===== src/rtl/inst_fetch_unit_pkg.sv =====
// Shared types and constants for the instruction-fetch unit: FSM state encodings,
// next-PC selector, reset PC and fault cause codes.
package inst_fetch_unit_pkg;

  typedef enum logic [2:0] {
    ST_IDLE  = 3'd0,
    ST_REQ   = 3'd1,
    ST_WAIT  = 3'd2,
    ST_VALID = 3'd3,
    ST_FAULT = 3'd4
  } fetch_state_e;

  typedef enum logic [1:0] {
    NPC_HOLD     = 2'd0,
    NPC_SEQ      = 2'd1,
    NPC_REDIRECT = 2'd2
  } npc_sel_e;

  localparam logic [31:0] RESET_PC_DEFAULT = 32'h8000_0000;

  localparam logic [1:0] FAULT_NONE     = 2'b00;
  localparam logic [1:0] FAULT_MISALIGN = 2'b01;
  localparam logic [1:0] FAULT_BUSERR   = 2'b10;

  localparam logic RST_ACTIVE_N = 1'b0;

  localparam int INST_BYTES = 4;

  // RV32I without the C extension needs every fetch target word aligned.
  function automatic logic is_misaligned(input logic [1:0] low_bits);
    return low_bits != 2'b00;
  endfunction

endpackage


===== src/rtl/inst_fetch_unit_if.sv =====
// Bundle of the fetch unit's imem request/response, decode handshake,
// redirect and fault signals; master is the fetch unit, slave its environment.
interface inst_fetch_if #(
  parameter int ADDR_W = 32,
  parameter int INST_W = 32
);

  logic              imem_req_valid_o;
  logic              imem_req_ready_i;
  logic [ADDR_W-1:0] imem_req_addr_o;
  logic              imem_rsp_valid_i;
  logic [INST_W-1:0] imem_rsp_data_i;
  logic              imem_rsp_err_i;

  logic              inst_valid_o;
  logic              inst_ready_i;
  logic [ADDR_W-1:0] pc_o;
  logic [INST_W-1:0] inst_o;

  logic              redirect_i;
  logic [ADDR_W-1:0] redirect_pc_i;

  logic              fault_o;
  logic [1:0]        fault_cause_o;

  modport master (
    output imem_req_valid_o, imem_req_addr_o,
    input  imem_req_ready_i, imem_rsp_valid_i, imem_rsp_data_i, imem_rsp_err_i,
    output inst_valid_o, pc_o, inst_o,
    input  inst_ready_i,
    input  redirect_i, redirect_pc_i,
    output fault_o, fault_cause_o
  );

  modport slave (
    input  imem_req_valid_o, imem_req_addr_o,
    output imem_req_ready_i, imem_rsp_valid_i, imem_rsp_data_i, imem_rsp_err_i,
    input  inst_valid_o, pc_o, inst_o,
    output inst_ready_i,
    output redirect_i, redirect_pc_i,
    input  fault_o, fault_cause_o
  );

endinterface


===== src/rtl/inst_fetch_unit_next_pc.sv =====
// Combinational next-PC select (hold, sequential +4, redirect target) plus the
// misalignment flag for the redirect target.
module fetch_next_pc
  import inst_fetch_unit_pkg::*;
#(
  parameter int ADDR_W = 32
) (
  input  logic [ADDR_W-1:0] i_pc,
  input  logic [ADDR_W-1:0] i_redirect_pc,
  input  npc_sel_e          i_sel,
  output logic [ADDR_W-1:0] o_next_pc,
  output logic              o_misaligned
);

  // Sequential increment wraps naturally at 2^ADDR_W.
  always_comb begin
    o_next_pc = i_pc;
    unique case (i_sel)
      NPC_HOLD:     o_next_pc = i_pc;
      NPC_SEQ:      o_next_pc = i_pc + ADDR_W'(INST_BYTES);
      NPC_REDIRECT: o_next_pc = i_redirect_pc;
      default:      o_next_pc = i_pc;
    endcase
  end

  assign o_misaligned = is_misaligned(i_redirect_pc[1:0]);

endmodule


===== src/rtl/inst_fetch_unit.sv =====
// Instruction-fetch initiator: owns the architectural PC, keeps exactly one imem
// request outstanding, presents {pc, inst} to decode and handles redirects/faults.
module inst_fetch_unit
  import inst_fetch_unit_pkg::*;
#(
  parameter int                ADDR_W   = 32,
  parameter int                INST_W   = 32,
  parameter logic [ADDR_W-1:0] RESET_PC = ADDR_W'(RESET_PC_DEFAULT)
) (
  input logic         clk,
  input logic         rst,
  inst_fetch_if.master bus
);

  fetch_state_e      r_state;
  logic [ADDR_W-1:0] r_pc;
  logic [INST_W-1:0] r_inst;
  logic              r_kill;
  logic [1:0]        r_cause;

  fetch_state_e      w_state_nxt;
  logic              w_kill_nxt;
  logic [1:0]        w_cause_nxt;
  logic              w_inst_load;
  npc_sel_e          w_npc_sel;
  logic [ADDR_W-1:0] w_next_pc;
  logic              w_misaligned;
  logic              w_redirect_ok;
  logic              w_redirect_bad;

  fetch_next_pc #(
    .ADDR_W (ADDR_W)
  ) u_next_pc (
    .i_pc          (r_pc),
    .i_redirect_pc (bus.redirect_pc_i),
    .i_sel         (w_npc_sel),
    .o_next_pc     (w_next_pc),
    .o_misaligned  (w_misaligned)
  );

  assign w_redirect_ok  = bus.redirect_i && !w_misaligned;
  assign w_redirect_bad = bus.redirect_i &&  w_misaligned;

  // Misaligned targets fault from any live state; otherwise a redirect only
  // retargets the PC and, if a request is already in flight, marks it for discard.
  always_comb begin
    w_state_nxt = r_state;
    w_kill_nxt  = r_kill;
    w_cause_nxt = r_cause;
    w_npc_sel   = NPC_HOLD;
    w_inst_load = 1'b0;

    if (w_redirect_bad && (r_state != ST_FAULT)) begin
      w_state_nxt = ST_FAULT;
      w_cause_nxt = FAULT_MISALIGN;
      w_npc_sel   = NPC_REDIRECT;
      w_kill_nxt  = 1'b0;
    end else begin
      unique case (r_state)
        ST_IDLE: begin
          w_state_nxt = ST_REQ;
        end
        ST_REQ: begin
          if (w_redirect_ok) begin
            w_npc_sel = NPC_REDIRECT;
          end
          if (bus.imem_req_ready_i) begin
            w_state_nxt = ST_WAIT;
            w_kill_nxt  = w_redirect_ok;
          end
        end
        ST_WAIT: begin
          if (w_redirect_ok) begin
            w_npc_sel = NPC_REDIRECT;
            if (bus.imem_rsp_valid_i) begin
              w_state_nxt = ST_REQ;
              w_kill_nxt  = 1'b0;
            end else begin
              w_kill_nxt = 1'b1;
            end
          end else if (bus.imem_rsp_valid_i) begin
            // A killed response is dropped before its error bit is even looked at.
            if (r_kill) begin
              w_state_nxt = ST_REQ;
              w_kill_nxt  = 1'b0;
            end else if (bus.imem_rsp_err_i) begin
              w_state_nxt = ST_FAULT;
              w_cause_nxt = FAULT_BUSERR;
            end else begin
              w_state_nxt = ST_VALID;
              w_inst_load = 1'b1;
            end
          end
        end
        ST_VALID: begin
          if (w_redirect_ok) begin
            w_npc_sel   = NPC_REDIRECT;
            w_state_nxt = ST_REQ;
          end else if (bus.inst_ready_i) begin
            w_npc_sel   = NPC_SEQ;
            w_state_nxt = ST_REQ;
          end
        end
        ST_FAULT: begin
          w_state_nxt = ST_FAULT;
        end
        default: begin
          w_state_nxt = ST_IDLE;
        end
      endcase
    end
  end

  always_ff @(posedge clk or negedge rst) begin
    if (!rst) begin
      r_state <= ST_IDLE;
      r_pc    <= RESET_PC;
      r_inst  <= '0;
      r_kill  <= 1'b0;
      r_cause <= FAULT_NONE;
    end else begin
      r_state <= w_state_nxt;
      r_pc    <= w_next_pc;
      r_kill  <= w_kill_nxt;
      r_cause <= w_cause_nxt;
      if (w_inst_load) begin
        r_inst <= bus.imem_rsp_data_i;
      end
    end
  end

  assign bus.imem_req_valid_o = (r_state == ST_REQ);
  assign bus.imem_req_addr_o  = (r_state == ST_REQ) ? r_pc : '0;
  assign bus.inst_valid_o     = (r_state == ST_VALID);
  assign bus.pc_o             = r_pc;
  assign bus.inst_o           = r_inst;
  assign bus.fault_o          = (r_state == ST_FAULT);
  assign bus.fault_cause_o    = r_cause;

  // IDLE is exempt: a memory may still be finishing a transaction cut off by reset.
  a_rsp_only_in_wait: assert property (
    @(posedge clk) disable iff (rst == RST_ACTIVE_N)
      (bus.imem_rsp_valid_i && (r_state != ST_IDLE)) |-> (r_state == ST_WAIT)
  ) else $error("imem response arrived outside WAIT");

endmodule


===== src/flat_wrapper.sv =====
// flat-port wrapper written by rule: the top's interface ports become plain ports
module inst_fetch_unit_flat import inst_fetch_unit_pkg::*;
#(
  parameter int                ADDR_W   = 32,
  parameter int                INST_W   = 32,
  parameter logic [ADDR_W-1:0] RESET_PC = ADDR_W'(RESET_PC_DEFAULT)
)
  (clk, rst, bus_imem_req_valid_o, bus_imem_req_addr_o, bus_imem_req_ready_i, bus_imem_rsp_valid_i, bus_imem_rsp_data_i, bus_imem_rsp_err_i, bus_inst_valid_o, bus_pc_o, bus_inst_o, bus_inst_ready_i, bus_redirect_i, bus_redirect_pc_i, bus_fault_o, bus_fault_cause_o);
  inst_fetch_if #(.ADDR_W(ADDR_W), .INST_W(INST_W)) bus_i ();
  input logic clk;
  input logic rst;
  output wire logic [$bits(bus_i.imem_req_valid_o)-1:0] bus_imem_req_valid_o;
  output wire logic [$bits(bus_i.imem_req_addr_o)-1:0] bus_imem_req_addr_o;
  input wire logic [$bits(bus_i.imem_req_ready_i)-1:0] bus_imem_req_ready_i;
  input wire logic [$bits(bus_i.imem_rsp_valid_i)-1:0] bus_imem_rsp_valid_i;
  input wire logic [$bits(bus_i.imem_rsp_data_i)-1:0] bus_imem_rsp_data_i;
  input wire logic [$bits(bus_i.imem_rsp_err_i)-1:0] bus_imem_rsp_err_i;
  output wire logic [$bits(bus_i.inst_valid_o)-1:0] bus_inst_valid_o;
  output wire logic [$bits(bus_i.pc_o)-1:0] bus_pc_o;
  output wire logic [$bits(bus_i.inst_o)-1:0] bus_inst_o;
  input wire logic [$bits(bus_i.inst_ready_i)-1:0] bus_inst_ready_i;
  input wire logic [$bits(bus_i.redirect_i)-1:0] bus_redirect_i;
  input wire logic [$bits(bus_i.redirect_pc_i)-1:0] bus_redirect_pc_i;
  output wire logic [$bits(bus_i.fault_o)-1:0] bus_fault_o;
  output wire logic [$bits(bus_i.fault_cause_o)-1:0] bus_fault_cause_o;
  assign bus_imem_req_valid_o = bus_i.imem_req_valid_o;
  assign bus_imem_req_addr_o = bus_i.imem_req_addr_o;
  assign bus_i.imem_req_ready_i = bus_imem_req_ready_i;
  assign bus_i.imem_rsp_valid_i = bus_imem_rsp_valid_i;
  assign bus_i.imem_rsp_data_i = bus_imem_rsp_data_i;
  assign bus_i.imem_rsp_err_i = bus_imem_rsp_err_i;
  assign bus_inst_valid_o = bus_i.inst_valid_o;
  assign bus_pc_o = bus_i.pc_o;
  assign bus_inst_o = bus_i.inst_o;
  assign bus_i.inst_ready_i = bus_inst_ready_i;
  assign bus_i.redirect_i = bus_redirect_i;
  assign bus_i.redirect_pc_i = bus_redirect_pc_i;
  assign bus_fault_o = bus_i.fault_o;
  assign bus_fault_cause_o = bus_i.fault_cause_o;
  inst_fetch_unit #(.ADDR_W(ADDR_W), .INST_W(INST_W), .RESET_PC(RESET_PC)) u_core (.clk(clk), .rst(rst), .bus(bus_i));
endmodule

===== config.mk =====
export PLATFORM = sky130hd
export DESIGN_NAME = inst_fetch_unit_flat
export DESIGN_NICKNAME = d
export VERILOG_FILES = /design/src/rtl/inst_fetch_unit_pkg.sv /design/src/rtl/inst_fetch_unit_if.sv /design/src/rtl/inst_fetch_unit_next_pc.sv /design/src/rtl/inst_fetch_unit.sv /design/src/flat_wrapper.sv
export SDC_FILE = /design/constraint.sdc
export NUM_CORES = 1
export LEC_CHECK = 0
export BUFFER_PORTS_ARGS = -buffer_cell sky130_fd_sc_hd__buf_2
export CORE_MARGIN = 1
export CORE_UTILIZATION = 44
export DETAILED_ROUTE_END_ITERATION = 8
export HOLD_SLACK_MARGIN = 0.02
export PLACE_DENSITY_LB_ADDON = 0.05
export SETUP_SLACK_MARGIN = 0.4
export SYNTH_ARGS = -nofsm -noshare
export SYNTH_HDL_FRONTEND = slang
export SYNTH_HIERARCHICAL = 1
export SYNTH_SLANG_ARGS = --single-unit

===== constraint.sdc =====
create_clock -name clk -period 2.51 [get_ports clk]
set_input_delay 0.1255 -clock clk [delete_from_list [all_inputs] [get_ports clk]]
set_output_delay 0.1255 -clock clk [all_outputs]
set_load 0.05 [all_outputs]

==> results.cfg, run 1 <==
[timing]
skew_ns = 0.00888
setup_ws_ns = 0.485
fin_crit_sh_pct = 80.7
fin_crit_ns = 2.02
max_freq_mhz = 494
hold_viol_final = 0
slew_headroom_pct = 55.5
worstMarginPinSlew_ns = 0.668
setup_viol = 0
maxSlewViolCount = 0
tns_ns = 0
rsz0062_at_grt = yes

[layout]
nets = 707
layout-drive-gt1-share_pct = 43.9
stdcell_area_mm2 = 0.00588
fillers = 709
area_delta_synth_final_pct = 46.2
diodes = 0

[drt]
wl_um = 12200
via_per_inst = 5.36
final_antenna_net_count = 0
drt_first_pass_iters = 4
drc = 0
first_iter_violations = 208
wire_per_inst_um = 16.3
vias = 4001

[synth]
yosys_warnings = 6
syn_area_per_cell_um2 = 10.0
ys_types = 59
synth_top_cell_area_share_pct = 43.0
synth_ff_type = dfrtp_1
synthCells = 402
syn_area_mm2 = 0.00402
synth-edff-count = 0
syn_nets = 476
ys_seq_area_share_pct = 43.6
synthTopCellsByArea = dfrtp_1, mux2_4, and2_1
async_flop_share_pct = 100
synth_most_common_cell = dfrtp_1
synth_top_area_cell = dfrtp_1
ys_ff_latch = 70
synth_common_cells = dfrtp_1, and2_1, nand2_1, mux2_4, nor2_1

[floorplan]
rows = 34
core-area_mm2 = 0.00876
fp.dieH_um = 97.6
initial_core_util_pct = 45.9
boundaryPins = 172
die-area_mm2 = 0.00952
die_w_um = 97.6

[job]
drv_cap = 0

[placement]
dp_hpwl_um = 8030
io_buffers = 171
post-place-ws_ns = 0.345
gp_congestion = 0.869
placed_cell_area_mm2 = 0.00509

[cts]
clock_sinks = 70
h-tree-depth = 3
root_buffer = clkbuf_8
cts_buffers = 9
cts.reportedPaths.clkPinSlew_ns = 0.08
max-clock-path-buffers = 2
worst_skew_pair.late_latency_ns = 0.34
tritoncts = done

[global_routing]
antenna_found_initial = 0
grt_pass1_wl_um = 20000
grt_overflow_total = 0
grt_pass1_vias = 3848
grt_max_degree = 46
grt.total_usage_pct = 26.3

[worst_setup_path]
cp.buffers_inverters = 2
reg2reg_depth = 6
cp-end-kind = flip-flop
crit_path_cell_trace = buf_4, and2b_2, nor3b_4, nand3b_4, buf_12, mux2_4
max_stage_delay_ns = 0.42
crit_type = flip-flop to flip-flop
worst_ep_arrival_time_ns = 2.24
r2r_end = u_core/bus.inst_o[5]
reg2reg_from = u_core/r_state[0]
startpoint_type = flip-flop
required_ns = 2.73
ff2ff_setup_slack_ns = 0.49
crit_cells = 6
path_delay_family = simple AND/OR/NAND/NOR gates
cp_max_fo = 22
cpMaxStageDelayCell = dfrtp_1

[power]
pwr_density_cell_mw_per_mm2 = 744
total_power_mw = 4.37
p_leak_nw = 3.10
ir_drop_mv = 0.488

[worst_hold_path]
hp-start = bus_redirect_pc_i[28]
hold_class = input pin to flip-flop
hold_path_depth = 3
holdPathEnd = u_core/bus.pc_o[28]

[status]
status = complete, no violations
[cells by family (layout without fill, tap and decap cells)]
| group | after synthesis | in the layout | synth area share, % |
|---|---|---|---|
| adders and majority gates | 4 | 4 | 1.18 |
| muxes | 41 | 41 | 14.0 |
| AOI/OAI and AO/OA | 90 | 90 | 13.9 |
| buffers and inverters | 36 | 272 | 4.05 |
| DFF | 70 | 70 | 43.6 |
| and+or+nand+nor | 161 | 161 | 23.3 |
[power breakdown]
part / internal (mW) / switching, mW
Sequential: 1.35 / 0.354
Clock: 0.391 / 0.460
Combinational: 0.563 / 1.26
[area by class of cell]
class,instances,area [um2],share of cell area (%)
Multi-Input combinational cell,296,2190,37.2
Clock inverter,6,45.0,0.767
Sequential cell,70,1760,30.0
Timing Repair Buffer,243,1550,26.4
Clock buffer,10,138,2.34
Inverter,13,56.3,0.958
Tap cell,108,135,2.30
[metal layers]
| metal | share of wire (%) | GRT usage [%] | up-vias |
|---|---|---|---|
| met5 | 0 | 0 | - |
| met3 | 5.3 | 3.81 | 12 |
| met4 | 1.2 | 9.28 | 0 |
| met2 | 48 | 42.0 | 146 |
| li1 | - | - | 1912 |
| met1 | 46 | 36.4 | 1931 |
[worst max-delay path by stage]
stage / startpoint / endpoint / slack, ns
after global placement: u_core/r_state[0] / u_core/bus.pc_o[31] / 0.43
after floorplan: u_core/r_state[2] / u_core/bus.pc_o[29] / 0.28
after CTS: u_core/r_state[1] / u_core/bus.pc_o[29] / 0.43
after detailed placement: u_core/r_state[0] / u_core/bus.pc_o[19] / 0.35
after global routing: u_core/r_state[1] / u_core/bus.pc_o[20] / 0.38
final: u_core/r_state[0] / u_core/bus.inst_o[5] / 0.49
[timing repair]
item | CTS | global route
hold buffers | 46 | 0
pin swaps | 1 | 4
setup buffers | 2 | 7
hold endpoints to repair | 70 | 0
endpoints found under the setup margin | 41 | 71
gates cloned | 0 | 0
resized for setup | 9 | 9
[worst min-delay path: cells and delay by family]
family / cells / cell delay, ns
buffers and inverters: 1 / 0.08
AO/OA/AOI/OAI: 2 / 0.12
[registers in the layout, summed over array words and instances (netlist names)]
name,cells
u_core/bus.pc_o,32
u_core/r_state,3
u_core/bus.fault_cause_o,2
u_core/r_kill,1
u_core/bus.inst_o,32
[metrics by stage]
step / std cells / hold WS (ns) / utilization (%)
global placement: 675 / 0.200 / 58.1
finish: 746 / 0.0392 / 67.0
floorplan: 402 / -0.170 / -
CTS: 739 / 0.0209 / 66.0
detailed placement: 675 / 0.199 / 58.1
global route: 746 / 0.0369 / 67.0
[layout by cell type (no fill, tap or decap), types with 3 or more instances in the layout]
| cell type | n |
|---|---|
| a21o_1 | 3 |
| a21oi_1 | 19 |
| a22o_1 | 3 |
| a22oi_1 | 11 |
| a31oi_1 | 4 |
| and2_1 | 34 |
| and3_1 | 7 |
| buf_12 | 3 |
| buf_2 | 171 |
| buf_4 | 22 |
| clkbuf_8 | 10 |
| clkinvlp_4 | 3 |
| dfrtp_1 | 63 |
| dfrtp_2 | 6 |
| dlygate4sd3_1 | 46 |
| inv_1 | 12 |
| mux2_4 | 30 |
| mux2i_1 | 9 |
| nand2_1 | 31 |
| nand3_1 | 16 |
| nand4_1 | 8 |
| nor2_1 | 23 |
| nor3_1 | 6 |
| o21ai_0 | 23 |
| o21ai_1 | 8 |
| o22ai_1 | 4 |
| o311ai_1 | 3 |
| o31a_1 | 3 |
No activity file was read; power rests on OpenSTA's default activity.
==> run 2: changes to the inputs <==
Settings changed: CORE_UTILIZATION 44 to 48.
Clock period 2.51 ns to 2 ns, I/O delays scaled along.
==> results.cfg, run 2 (synthesized netlist as in run 1, its figures left out) <==
[status]
status = complete, but fails checks
violations = negative setup slack

[global_routing]
antenna_found_initial = 0
grt_pass1_vias = 4711
grt_overflow_total = 0
grt.total_usage_pct = 36.2
grt_max_degree = 71
grt_pass1_wl_um = 24000

[cts]
h-tree-depth = 3
max-clock-path-buffers = 2
clock_sinks = 70
worst_skew_pair.late_latency_ns = 0.38
cts_buffers = 9
root_buffer = clkbuf_8
tritoncts = done
cts.reportedPaths.clkPinSlew_ns = 0.11

[drt]
vias = 4859
drt_first_pass_iters = 7
first_iter_violations = 452
drc = 0
via_per_inst = 6.01
wire_per_inst_um = 22.6
wl_um = 18300
final_antenna_net_count = 0

[timing]
maxSlewViolCount = 0
fin_crit_ns = 2.08
max_freq_mhz = 480
worstMarginPinSlew_ns = 0.648
hold_viol_final = 0
setup_ws_ns = -0.0846
fin_crit_sh_pct = 104
setup_viol = 39
rsz0062_at_grt = yes
slew_headroom_pct = 56.4
skew_ns = 0.0212

[floorplan]
rows = 33
die-area_mm2 = 0.00874
fp.dieH_um = 93.5
core-area_mm2 = 0.00818
die_w_um = 93.5
initial_core_util_pct = 49.2
boundaryPins = 172

[power]
ir_drop_mv = 0.680
p_leak_nw = 3.70
clkPwrFrac_pct = 18.1
switching_share_pct = 48.5
p_switching_mw = 3.12
pwr_density_cell_mw_per_mm2 = 863
p_int_mw = 3.31
pwr-share-seq_pct = 32.4
total_power_mw = 6.44
combPwrFrac_pct = 49.5

[layout]
final_common_cell = buf_2
layout_common_cells = buf_2, dfrtp_1, dlygate4sd3_1
nets = 773
stdcell_area_mm2 = 0.00746
diodes = 0
layout-drive-gt1-share_pct = 60.9
area_delta_synth_final_pct = 85.6

[worst_setup_path]
cp_max_fo = 6
worst_ep_arrival_time_ns = 2.36
startpoint_type = flip-flop
required_ns = 2.27
cp-end-kind = flip-flop
crit_type = flip-flop to flip-flop

[placement]
placed_cell_area_mm2 = 0.00542
io_buffers = 171
dp_hpwl_um = 8140
gp_congestion = 0.867

[worst_hold_path]
hold_class = input pin to flip-flop

[job]
drv_cap = 0
[run 2: final cells by class]
cell class,count,area (um2)
clock buffer,9,124
clock inverter,7,63.8
fill,320,716
inverter,13,66.3
multi-input combinational,296,2570
sequential,70,1760
tap,105,131
timing repair buffer,309,2740
[run 2: worst max-delay path, stage by stage (launching register included)]
cell and delay, ns:
dfrtp_2 0.44, nand3_2 0.15, buf_4 0.19, nor4_4 0.42, buf_4 0.23, nand4_1 0.13, mux2i_1 0.16, o21ai_1 0.28
[run 2: path summary, 6_finish.rpt]
kind,start,to,slack [ns],cells after the start
worst max-delay path,u_core/bus.pc_o[12],u_core/bus.pc_o[25],-0.08,7
worst min-delay path,bus_redirect_pc_i[14],u_core/bus.pc_o[14],0.01,3
worst max register to register,u_core/bus.pc_o[12],u_core/bus.pc_o[25],-0.08,7
worst min register to register,u_core/bus.fault_cause_o[0],u_core/bus.fault_cause_o[0],0.51,1
max in group asynchronous,rst,u_core/bus.inst_o[10],1.39,3
min in group asynchronous,rst,u_core/bus.pc_o[18],0.27,3
[run 2: through the flow]
stage,utilization (%),hold slack [ns],setup slack (ns),setup TNS [ns],instances
5_1_grt,91.2,0.0405,-0.113,-3.43,809
6_report,91.2,0.0140,-0.0846,-1.49,809
2_1_floorplan,-,-0.196,-0.235,-2.72,402
4_1_cts,87.9,0.0219,-0.00506,-0.0380,801
3_3_place_gp,66.3,0.156,-0.00754,-0.00754,707
3_5_place_dp,66.3,0.156,-0.0736,-0.273,707
[run 2: timing repair]
item	4_1_cts	5_1_grt
gates resized for setup	203	42
endpoints found under the setup margin	96	99
hold buffers	49	0
hold endpoints to repair	117	0
cloned	9	3
pin swaps	36	29
setup buffers	20	5
[run 2: power groups by stage]
stage          sequential [mW]  combinational, mW  clock [mW]
4_1_cts                   2.04               2.87        1.13
2_1_floorplan             2.92              0.735           0
3_3_place_gp              2.03               2.36           0
6_report                  2.09               3.18        1.17
3_5_place_dp              2.04               2.39           0
5_1_grt                   2.11               3.30        1.22
[run 2: layer usage]
metal / vias up / track usage, % / wire [um]
met2: 386 / 64.5 / 9310
met3: 103 / 5.77 / 1470
met5: - / 0 / 0
met4: 0 / 17.3 / 1110
met1: 2311 / 42.3 / 6400
li1: 2059 / - / -
